`src/rtl/vram_bus_monitor_pkg.sv`:
```
// Shared constants for the VRAM bus monitor: record layout, header bits,
// serialiser state encodings and the record-to-byte mapping.
package vram_bus_monitor_pkg;

    localparam int RECORD_BYTES = 7;
    localparam int REC_W        = 48;
    localparam int BUS_W        = 48;

    // Record bit positions (the synchronised bus uses the same layout,
    // except that the strobes are still active-low there).
    localparam int REC_RD      = 47;
    localparam int REC_WRA     = 46;
    localparam int REC_WRB     = 45;
    localparam int REC_VA14    = 44;
    localparam int REC_VAA_LSB = 30;
    localparam int REC_VAB_LSB = 16;
    localparam int REC_VDA_LSB = 8;
    localparam int REC_VDB_LSB = 0;

    // Header byte layout: {marker, rd, wra, wrb, va14, 000}
    localparam int HDR_MARKER_BIT = 7;
    localparam int HDR_RD_BIT     = 6;
    localparam int HDR_WRA_BIT    = 5;
    localparam int HDR_WRB_BIT    = 4;
    localparam int HDR_VA14_BIT   = 3;

    // Serialiser states
    localparam logic [1:0] ST_IDLE = 2'd0;
    localparam logic [1:0] ST_LOAD = 2'd1;
    localparam logic [1:0] ST_SEND = 2'd2;
    localparam logic [1:0] ST_GAP  = 2'd3;

    // Idle bus: strobes released (high), everything else zero
    localparam logic [BUS_W-1:0] SYNC_RESET = {3'b111, 45'd0};

    localparam logic [2:0] LAST_BYTE = 3'(RECORD_BYTES - 1);

    function automatic logic [7:0] record_byte(input logic [REC_W-1:0] rec,
                                               input logic [2:0]       idx);
        logic [7:0] b;
        b = 8'h00;
        case (idx)
            3'd0: begin
                b[HDR_MARKER_BIT] = 1'b1;
                b[HDR_RD_BIT]     = rec[REC_RD];
                b[HDR_WRA_BIT]    = rec[REC_WRA];
                b[HDR_WRB_BIT]    = rec[REC_WRB];
                b[HDR_VA14_BIT]   = rec[REC_VA14];
            end
            3'd1:    b = {2'b00, rec[REC_VAA_LSB+8 +: 6]};
            3'd2:    b = rec[REC_VAA_LSB +: 8];
            3'd3:    b = {2'b00, rec[REC_VAB_LSB+8 +: 6]};
            3'd4:    b = rec[REC_VAB_LSB +: 8];
            3'd5:    b = rec[REC_VDA_LSB +: 8];
            3'd6:    b = rec[REC_VDB_LSB +: 8];
            default: b = 8'h00;
        endcase
        return b;
    endfunction

endpackage

```
`src/rtl/vram_bus_monitor_sync_fifo.sv`:
```
// Synchronous FIFO with registered read port: pop_data updates on the
// edge that performs the pop. A push while full succeeds if a pop
// frees the slot in the same cycle.
module vram_bus_monitor_sync_fifo #(
    parameter int WIDTH = 48,
    parameter int DEPTH = 16
) (
    input  logic             clock,
    input  logic             reset,
    input  logic             push,
    input  logic [WIDTH-1:0] push_data,
    input  logic             pop,
    output logic [WIDTH-1:0] pop_data,
    output logic             full,
    output logic             empty
);

    localparam int AW = $clog2(DEPTH);

    logic [WIDTH-1:0] mem [DEPTH];
    logic [AW:0]      wr_ptr;
    logic [AW:0]      rd_ptr;
    logic             do_push;
    logic             do_pop;

    assign empty   = (wr_ptr == rd_ptr);
    assign full    = (wr_ptr[AW] != rd_ptr[AW]) && (wr_ptr[AW-1:0] == rd_ptr[AW-1:0]);
    assign do_pop  = pop && !empty;
    assign do_push = push && (!full || do_pop);

    // Pointer update; reset empties the FIFO
    always_ff @(posedge clock) begin
        if (reset) begin
            wr_ptr <= '0;
            rd_ptr <= '0;
        end else begin
            if (do_push) wr_ptr <= wr_ptr + 1'b1;
            if (do_pop)  rd_ptr <= rd_ptr + 1'b1;
        end
    end

    // Storage write and registered read; a same-slot write when full reads the old entry
    always_ff @(posedge clock) begin
        if (do_push) mem[wr_ptr[AW-1:0]] <= push_data;
        if (do_pop)  pop_data <= mem[rd_ptr[AW-1:0]];
    end

endmodule

```
`src/rtl/vram_bus_monitor.sv`:
```
// Passive VRAM bus observer: synchronises the PPU bus, records one entry
// per completed access, queues it and streams it out as 7 bytes over a
// byte ready/valid port with a mandatory idle cycle after every byte.
module vram_bus_monitor
    import vram_bus_monitor_pkg::*;
#(
    parameter int FIFO_DEPTH  = 16,
    parameter int SYNC_STAGES = 2
) (
    input  logic        clock,
    input  logic        reset,
    input  logic        enable_i,
    input  logic        vrd_n_i,
    input  logic        vawr_n_i,
    input  logic        vbwr_n_i,
    input  logic        va14_i,
    input  logic [13:0] vaa_i,
    input  logic [13:0] vab_i,
    input  logic [7:0]  vda_i,
    input  logic [7:0]  vdb_i,
    output logic [7:0]  write_data_o,
    output logic        write_valid_o,
    input  logic        write_ready_i,
    output logic        overflow_o,
    output logic [7:0]  dropped_o
);

    logic [BUS_W-1:0] bus_in;
    logic [BUS_W-1:0] sync_q [SYNC_STAGES];
    logic [BUS_W-1:0] bus_prev_p0;
    logic [2:0]       strobe_now;
    logic [2:0]       rose;
    logic             evt_p1;
    logic [REC_W-1:0] rec_p1;
    logic             push_req;
    logic             push;
    logic             drop;
    logic             pop;
    logic             fifo_full;
    logic             fifo_empty;
    logic [REC_W-1:0] fifo_rdata;
    logic [1:0]       state;
    logic [2:0]       byte_idx;

    assign bus_in = {vrd_n_i, vawr_n_i, vbwr_n_i, va14_i, vaa_i, vab_i, vda_i, vdb_i};

    // Whole bus shares one synchroniser chain so strobes and values stay aligned
    always_ff @(posedge clock) begin
        if (reset) begin
            for (int i = 0; i < SYNC_STAGES; i++) sync_q[i] <= SYNC_RESET;
            bus_prev_p0 <= SYNC_RESET;
        end else begin
            sync_q[0] <= bus_in;
            for (int i = 1; i < SYNC_STAGES; i++) sync_q[i] <= sync_q[i-1];
            bus_prev_p0 <= sync_q[SYNC_STAGES-1];
        end
    end

    // ---- stage p0 -> p1: rising strobe marks the end of an access ----
    assign strobe_now = sync_q[SYNC_STAGES-1][BUS_W-1 -: 3];
    assign rose       = strobe_now & ~bus_prev_p0[BUS_W-1 -: 3];

    // Register the event with bus values from the cycle the strobe was still low
    always_ff @(posedge clock) begin
        if (reset) evt_p1 <= 1'b0;
        else       evt_p1 <= |rose;
        rec_p1 <= {rose, bus_prev_p0[REC_VA14:0]};
    end

    // ---- stage p1 -> FIFO: push or drop ----
    assign pop      = (state == ST_LOAD);
    assign push_req = evt_p1 && enable_i;
    assign push     = push_req && (!fifo_full || pop);
    assign drop     = push_req && fifo_full && !pop;

    vram_bus_monitor_sync_fifo #(
        .WIDTH (REC_W),
        .DEPTH (FIFO_DEPTH)
    ) u_fifo (
        .clock     (clock),
        .reset     (reset),
        .push      (push),
        .push_data (rec_p1),
        .pop       (pop),
        .pop_data  (fifo_rdata),
        .full      (fifo_full),
        .empty     (fifo_empty)
    );

    // Sticky overflow flag and saturating drop counter
    always_ff @(posedge clock) begin
        if (reset) begin
            overflow_o <= 1'b0;
            dropped_o  <= 8'd0;
        end else if (drop) begin
            overflow_o <= 1'b1;
            if (dropped_o != 8'hFF) dropped_o <= dropped_o + 8'd1;
        end
    end

    // ---- FIFO -> serialiser: IDLE/LOAD/SEND/GAP byte sequencer ----
    // A push into an idle, empty FIFO starts LOAD immediately to save a cycle
    always_ff @(posedge clock) begin
        if (reset) begin
            state    <= ST_IDLE;
            byte_idx <= 3'd0;
        end else begin
            case (state)
                ST_IDLE: if (!fifo_empty || push) state <= ST_LOAD;
                ST_LOAD: begin
                    byte_idx <= 3'd0;
                    state    <= ST_SEND;
                end
                ST_SEND: if (write_ready_i) state <= ST_GAP;
                ST_GAP: begin
                    if (byte_idx == LAST_BYTE) begin
                        state <= ST_IDLE;
                    end else begin
                        byte_idx <= byte_idx + 3'd1;
                        state    <= ST_SEND;
                    end
                end
                default: state <= ST_IDLE;
            endcase
        end
    end

    // The popped record stays in the FIFO read register for the whole record
    assign write_valid_o = (state == ST_SEND);
    assign write_data_o  = write_valid_o ? record_byte(fifo_rdata, byte_idx) : 8'h00;

endmodule

```
`config.mk`:
```
export PLATFORM = sky130hd
export DESIGN_NAME = vram_bus_monitor
export DESIGN_NICKNAME = d
export VERILOG_FILES = /design/src/rtl/vram_bus_monitor_pkg.sv /design/src/rtl/vram_bus_monitor_sync_fifo.sv /design/src/rtl/vram_bus_monitor.sv
export SDC_FILE = /design/constraint.sdc
export NUM_CORES = 1
export LEC_CHECK = 0
export ABC_AREA = 1
export CORE_MARGIN = 10
export CORE_UTILIZATION = 45
export DETAILED_ROUTE_END_ITERATION = 10
export PLACE_DENSITY_LB_ADDON = 0.3
export SYNTH_ARGS = -nofsm -noshare
export SYNTH_HDL_FRONTEND = slang
export SYNTH_SLANG_ARGS = --single-unit
```
`constraint.sdc`:
```
create_clock -name clock -period 6.25 [get_ports clock]
set_input_delay 0.9375 -clock clock [delete_from_list [all_inputs] [get_ports clock]]
set_output_delay 0.9375 -clock clock [all_outputs]
set_load 0.02 [all_outputs]
```
# ---- Word level (Yosys, flattened, before mapping)
# Memories as Yosys holds them, arrays and structs flattened. A register that Yosys moved wholly into a read port is not among the register bits.
# Index checks and enable logic that the tools add are counted.
dict set report word_totals {
  reg_bits 121
  latchBits 0
  ram_bits 864
  rom_bits 0
  in_bits 52
  output_inout_bits 18
  wordCells 71
  n_memories 2
}
dict set report op_classes {
  addsub 4
  mul 0
  div 0
  order_cmp 0
  eq_ne 16
  shifts 0
  n_mux 16
  bitwise_logic 4
  n_reduce_logical 20
}
# memory depth word_bits read_ports rd_clocked_by_memory_dff write_ports line
set memory_table {}
lappend memory_table {u_fifo.mem 16 48 1 1 1 vram_bus_monitor_sync_fifo.sv:20} ;# logic [WIDTH-1:0] mem [DEPTH];
lappend memory_table {sync_q 2 48 2 0 2 vram_bus_monitor.sv:29} ;# logic [BUS_W-1:0] sync_q [SYNC_STAGES];
# operator n
set ops {}
lappend ops {{$mux W48} 2}
lappend ops {{$pmux W5 S7} 1}
lappend ops {{$pmux W3 S6} 1}
lappend ops {{$add A5 B1 Y5 const B} 2}
lappend ops {{$eq A3 B3 Y1 const B} 3}
lappend ops {{$add A8 B1 Y8 const B} 1}
lappend ops {{$mux W8} 1}
lappend ops {{$ne A8 B8 Y1 const B} 1}
lappend ops {{$pmux W2 S4} 1}
lappend ops {{$logic_and A1 B1 Y1} 7}
lappend ops {{$eq A3 B2 Y1 const B} 2}
lappend ops {{$mux W2} 3}
lappend ops {{$pmux W3 S2} 1}
lappend ops {{$reduce_and A2 Y1} 3}
lappend ops {{$eq A5 B5 Y1} 1}
lappend ops {{$mux W1} 5}
lappend ops {{$eq A2 B2 Y1 const B} 2}
lappend ops {{$eq A4 B4 Y1} 1}
lappend ops {{$ne A2 B2 Y1 const B} 2}
lappend ops {{$add A3 B1 Y3 const B} 1}
lappend ops {{$and A3 B3 Y3} 1}
lappend ops {{$eq A3 B1 Y1 const B} 1}
lappend ops {{$logic_not A1 Y1} 3}
lappend ops {{$logic_not A3 Y1} 1}
lappend ops {{10 further kinds} 13}

# ---- Depth between registers and ports, before layout
dict set report logic_depth {
  depth_word 8
  depth_mapped 12
  mapped_depth_nobuf 11
}

# ---- Hierarchy
# A second synthesis with hierarchy kept.
dict set report hier_totals {
  cells_unflattened 3009
  hier_area_um2 37985.2
}
# mod n_inst cells_each area_each_um2 seq_area_each_um2
set by_module_without_submodules {}
lappend by_module_without_submodules {vram_bus_monitor_sync_fifo 1 2309 31761.7 24703.7}
lappend by_module_without_submodules {vram_bus_monitor 1 700 6223.5 4144.0}

# ---- Worst setup path after synthesis
# OpenSTA, ideal clock, no wires.
dict set report synth_path {
  path_type {input to register}
  startpoint {input enable_i}
  endpoint {memory u_fifo.mem[3][0] (enable)}
  setup_time_ps 513
  t_arrival_ps 4622
  path_slack_ps 1115
  path_stages 5
  n_path_buf 1
  path_cell_list {nand2_1 > inv_1 > nand2_2 > buf_6 > nor3_1}
}
dict set report synth_between {
  elab_chain_cells 5
}
# element line
set synth_rtl {}
lappend synth_rtl {{start, declared} vram_bus_monitor.sv:12} ;# input logic enable_i,
lappend synth_rtl {{$logic_and A1 B1 Y1} vram_bus_monitor.sv:72} ;# assign push_req = evt_p1 && enable_i;
lappend synth_rtl {{$logic_and A1 B1 Y1} vram_bus_monitor.sv:73} ;# assign push = push_req && (!fifo_full || pop);
lappend synth_rtl {{$logic_and A1 B1 Y1} vram_bus_monitor_sync_fifo.sv:29} ;# assign do_push = push && (!full || do_pop);
lappend synth_rtl {{$mux W1} vram_bus_monitor_sync_fifo.sv:44} ;# if (do_push) mem[wr_ptr[AW-1:0]] <= push_data;
lappend synth_rtl {{$mux W1 (not written as such)} vram_bus_monitor_sync_fifo.sv:44}
lappend synth_rtl {{end, declared} vram_bus_monitor_sync_fifo.sv:20}
# Every way passes these cells.

# ---- Worst setup path after layout
dict set report layout_path {
  startpoint {register byte_idx[0]}
  endpoint {output write_data_o[2]}
}
dict set report layout_between {
  elab_chain_cells 3
  elab_cells_between_ends 8
  classes_between {eq/ne (6); mux (2)}
}
# element line
set layout_rtl {}
lappend layout_rtl {{start, declared} vram_bus_monitor.sv:43} ;# logic [2:0] byte_idx;
lappend layout_rtl {{start signal, assigned} vram_bus_monitor.sv:119} ;# byte_idx <= byte_idx + 3'd1;
lappend layout_rtl {{$eq A3 B3 Y1, or another cell as far along} vram_bus_monitor_pkg.sv:42} ;# case (idx)
lappend layout_rtl {{$pmux W3 S6 (*)} vram_bus_monitor_pkg.sv:42}
lappend layout_rtl {{$mux W8 (*)} vram_bus_monitor.sv:130} ;# assign write_data_o = write_valid_o ? record_byte(fifo_rdata, byte_idx) : 8'h00;
lappend layout_rtl {{end, declared} vram_bus_monitor.sv:21} ;# output logic [7:0] write_data_o,
# Every way passes the cells marked *; elsewhere a longest branch is shown, timed or not.

==> reports/metrics.csv <==
stage;metric;value;unit
grt;grt_pass1_wl;136400;µm
cts;ctsLongestPathBuffers;3;
sta;slew_headroom;0.2021;
routing;ant_nets;0;
synthesis;avgSynthCellArea;12.77;µm²
synthesis;ys.flop_type;edfxtp_1;
floorplan;dieWidth;310.1;µm
final_layout;fin_cells;4177;
hold_path;hp-class;register to register;
final_layout;area_growth_syn_to_layout;14.09;%
routing;wl;91120;µm
placed_design;placed_cells_incl_taps;3981;
sta;fin_crit;3.828;ns
worst_setup_path;critPathCaptureType;output port;
floorplan;start_util;0.4534;
routing;vias_per_cell;5.535;
routing;dr.pass1.iters;7;
worst_setup_path;worstSetupStartpointType;register;
cts;cts_inserted_buffers;104;
sta;rsz0062_at_grt;no;
power;p_per_area;335.8;nW/µm²
power;leakage;14.97;nW
grt;grt_use_total;0.1856;
synthesis;synth_edf_count;816;
final_layout;fill_cells;6941;
placed_design;dpl_cell_area;39600;µm²
cts;root_buffer;clkbuf_16;
job;maxCapViolations;0;
grt;grt_max_degree;200;
cts;clk_pin_slew_worst_paths;0.06;ns
final_layout;drive_gt1_frac;0.08654;
worst_setup_path;path_class;register to output port;
floorplan;die_y;310.1;µm
sta;setup_slack;2.422;ns
routing;wl_per_cell;21.81;µm
placed_design;place.gp.congestion;0.8495;
sta;hold_violations;0;
synthesis;syn_inst;2967;
cts;cts_resized;0;
sta;finalMaxSlewViolations;0;
cts;postCtsSetupRepairBufs;0;
synthesis;syn_nets;3030;
routing;num_vias;23120;
grt;grt_pass1_vias;22310;
sta;finalSetupViolCount;0;
synthesis;syn_area;37880;µm²
outcome;status;finished, final reports clean;
placed_design;preCtsSetupSlack;1.961;ns
cts;worstSkewPairLatency;0.67;ns
cts;htree_levels;3;
cts;ctsHoldBuffers;0;
placed_design;dpl.hpwl;51680;µm
final_layout;mostFrequentLayoutCell;edfxtp_1;
synthesis;seq_area_frac_synth;0.7615;
worst_setup_path;crit_arrival;2.89;ns
final_layout;layout_common_cells;edfxtp_1, nor2_1, o21ai_0, dfxtp_1, nand2_1;
sta;setup-tns-final;0;ns
grt;overflow;0;
final_layout;fin_area;43220;µm²
grt;antenna_found_initial;0;
sta;fin_crit_sh;0.6124;
sta;clock.fmax;261.3;MHz
worst_setup_path;cp.required;5.31;ns
power;vdd_drop_max;0.0002409;V
worst_setup_path;worstPathMaxFanout;8;
sta;fin_skew;0.03438;ns
final_layout;seq_area;28860;µm²
cts;clock_sinks;1033;
synthesis;synth_cell_type_count;39;
final_layout;fin_nets;3070;
floorplan;core_region_area;83560;µm²
routing;route.detailed.drc;0;
sta;tightest_slew;1.194;ns
cts;cts_tree;built;
final_layout;multi_input_area;7666;µm²
final_layout;antenna_cells;0;
floorplan;die_area;96190;µm²
sta;hold_ws;0.3222;ns
synthesis;synth_warnings;0;
final_layout;post-route-util;0.5173;
placed_design;port_buffers;69;
routing;drtIter0Drc;2545;
floorplan;io_pins;70;
floorplan;num_rows;106;
synthesis;synthArstFlopShare;0;
synthesis;synth_seq_cells;1033;
power;power.total;14.51;mW
==> synthesized netlist by cell type (37+ instances only) <==
master,n,area [µm²]
o221ai_1,60,525.5
buf_2,51,255.2
o211ai_1,37,277.8
o21ai_0,390,1952
o22ai_1,96,600.6
clkbuf_1,103,386.6
dfxtp_1,217,4344
nor2_1,594,2230
inv_1,174,653.1
nand3_1,92,460.4
nand2_1,194,728.2
edfxtp_1,816,24500
==> logic make-up after synthesis <==
group           count (synthesis)  share of synthesized area
compound gates                639                    0.09694
xor+xnor                        9                   0.002081
fa+ha+maj                      11                   0.003633
buf+inv                       360                    0.03927
flops                        1033                     0.7615
simple gates                  915                    0.09655
==> per-layer routing <==
layer  track usage  vias up  part of all wire
met1        0.2514    11320              0.41
li1              -    10620                 -
met4       0.06464        0             0.031
met3       0.03915      153             0.089
met5             0        -                 0
met2        0.2949     1025              0.47
==> critical path, cell delays in order, from the launching register on <==
cell and delay, ns:
dfxtp_1 0.35, inv_1 0.10, ha_1 0.18, nand2_1 0.07
inv_1 0.22, nand2_1 0.10, nand2_1 0.09, a211oi_1 0.05
a31oi_1 0.34, clkdlybuf4s50_1 0.72
==> flip-flops by register name (all words and copies together) (netlist names), 2 cells and up <==
signal / flops
state: 2
u_fifo.rd_ptr: 5
u_fifo.pop_data: 48
rec_p1: 48
sync_q: 96
bus_prev_p0: 48
u_fifo.wr_ptr: 5
dropped_o: 8
byte_idx: 3
u_fifo.mem: 768
==> final cells by class <==
| cell class | instances | area share |
|---|---|---|
| Sequential cell | 1033 | 0.6677 |
| Multi-Input combinational cell | 1574 | 0.1774 |
| Clock buffer | 143 | 0.07235 |
| Tap cell | 1080 | 0.03127 |
| Timing Repair Buffer | 109 | 0.02354 |
| Inverter | 185 | 0.01636 |
| Clock inverter | 53 | 0.01138 |
==> power by group <==
| group | switching, mW | total (mW) | internal (mW) |
|---|---|---|---|
| Sequential | 0.0827 | 7.52 | 7.44 |
| Combinational | 0.406 | 0.599 | 0.193 |
| Clock | 2.62 | 6.39 | 3.77 |
==> worst paths after layout <==
path                                        from  slack (ns)           endpoint  cells after the start
worst max-delay path                 byte_idx[0]        2.42    write_data_o[2]                      9
worst min-delay path             bus_prev_p0[24]        0.32         rec_p1[24]                      0
worst max register to register  u_fifo.rd_ptr[0]        2.49  u_fifo.mem[6][18]                     10
worst min register to register   bus_prev_p0[24]        0.32         rec_p1[24]                      0
No activity file was read; power rests on OpenSTA's default activity.
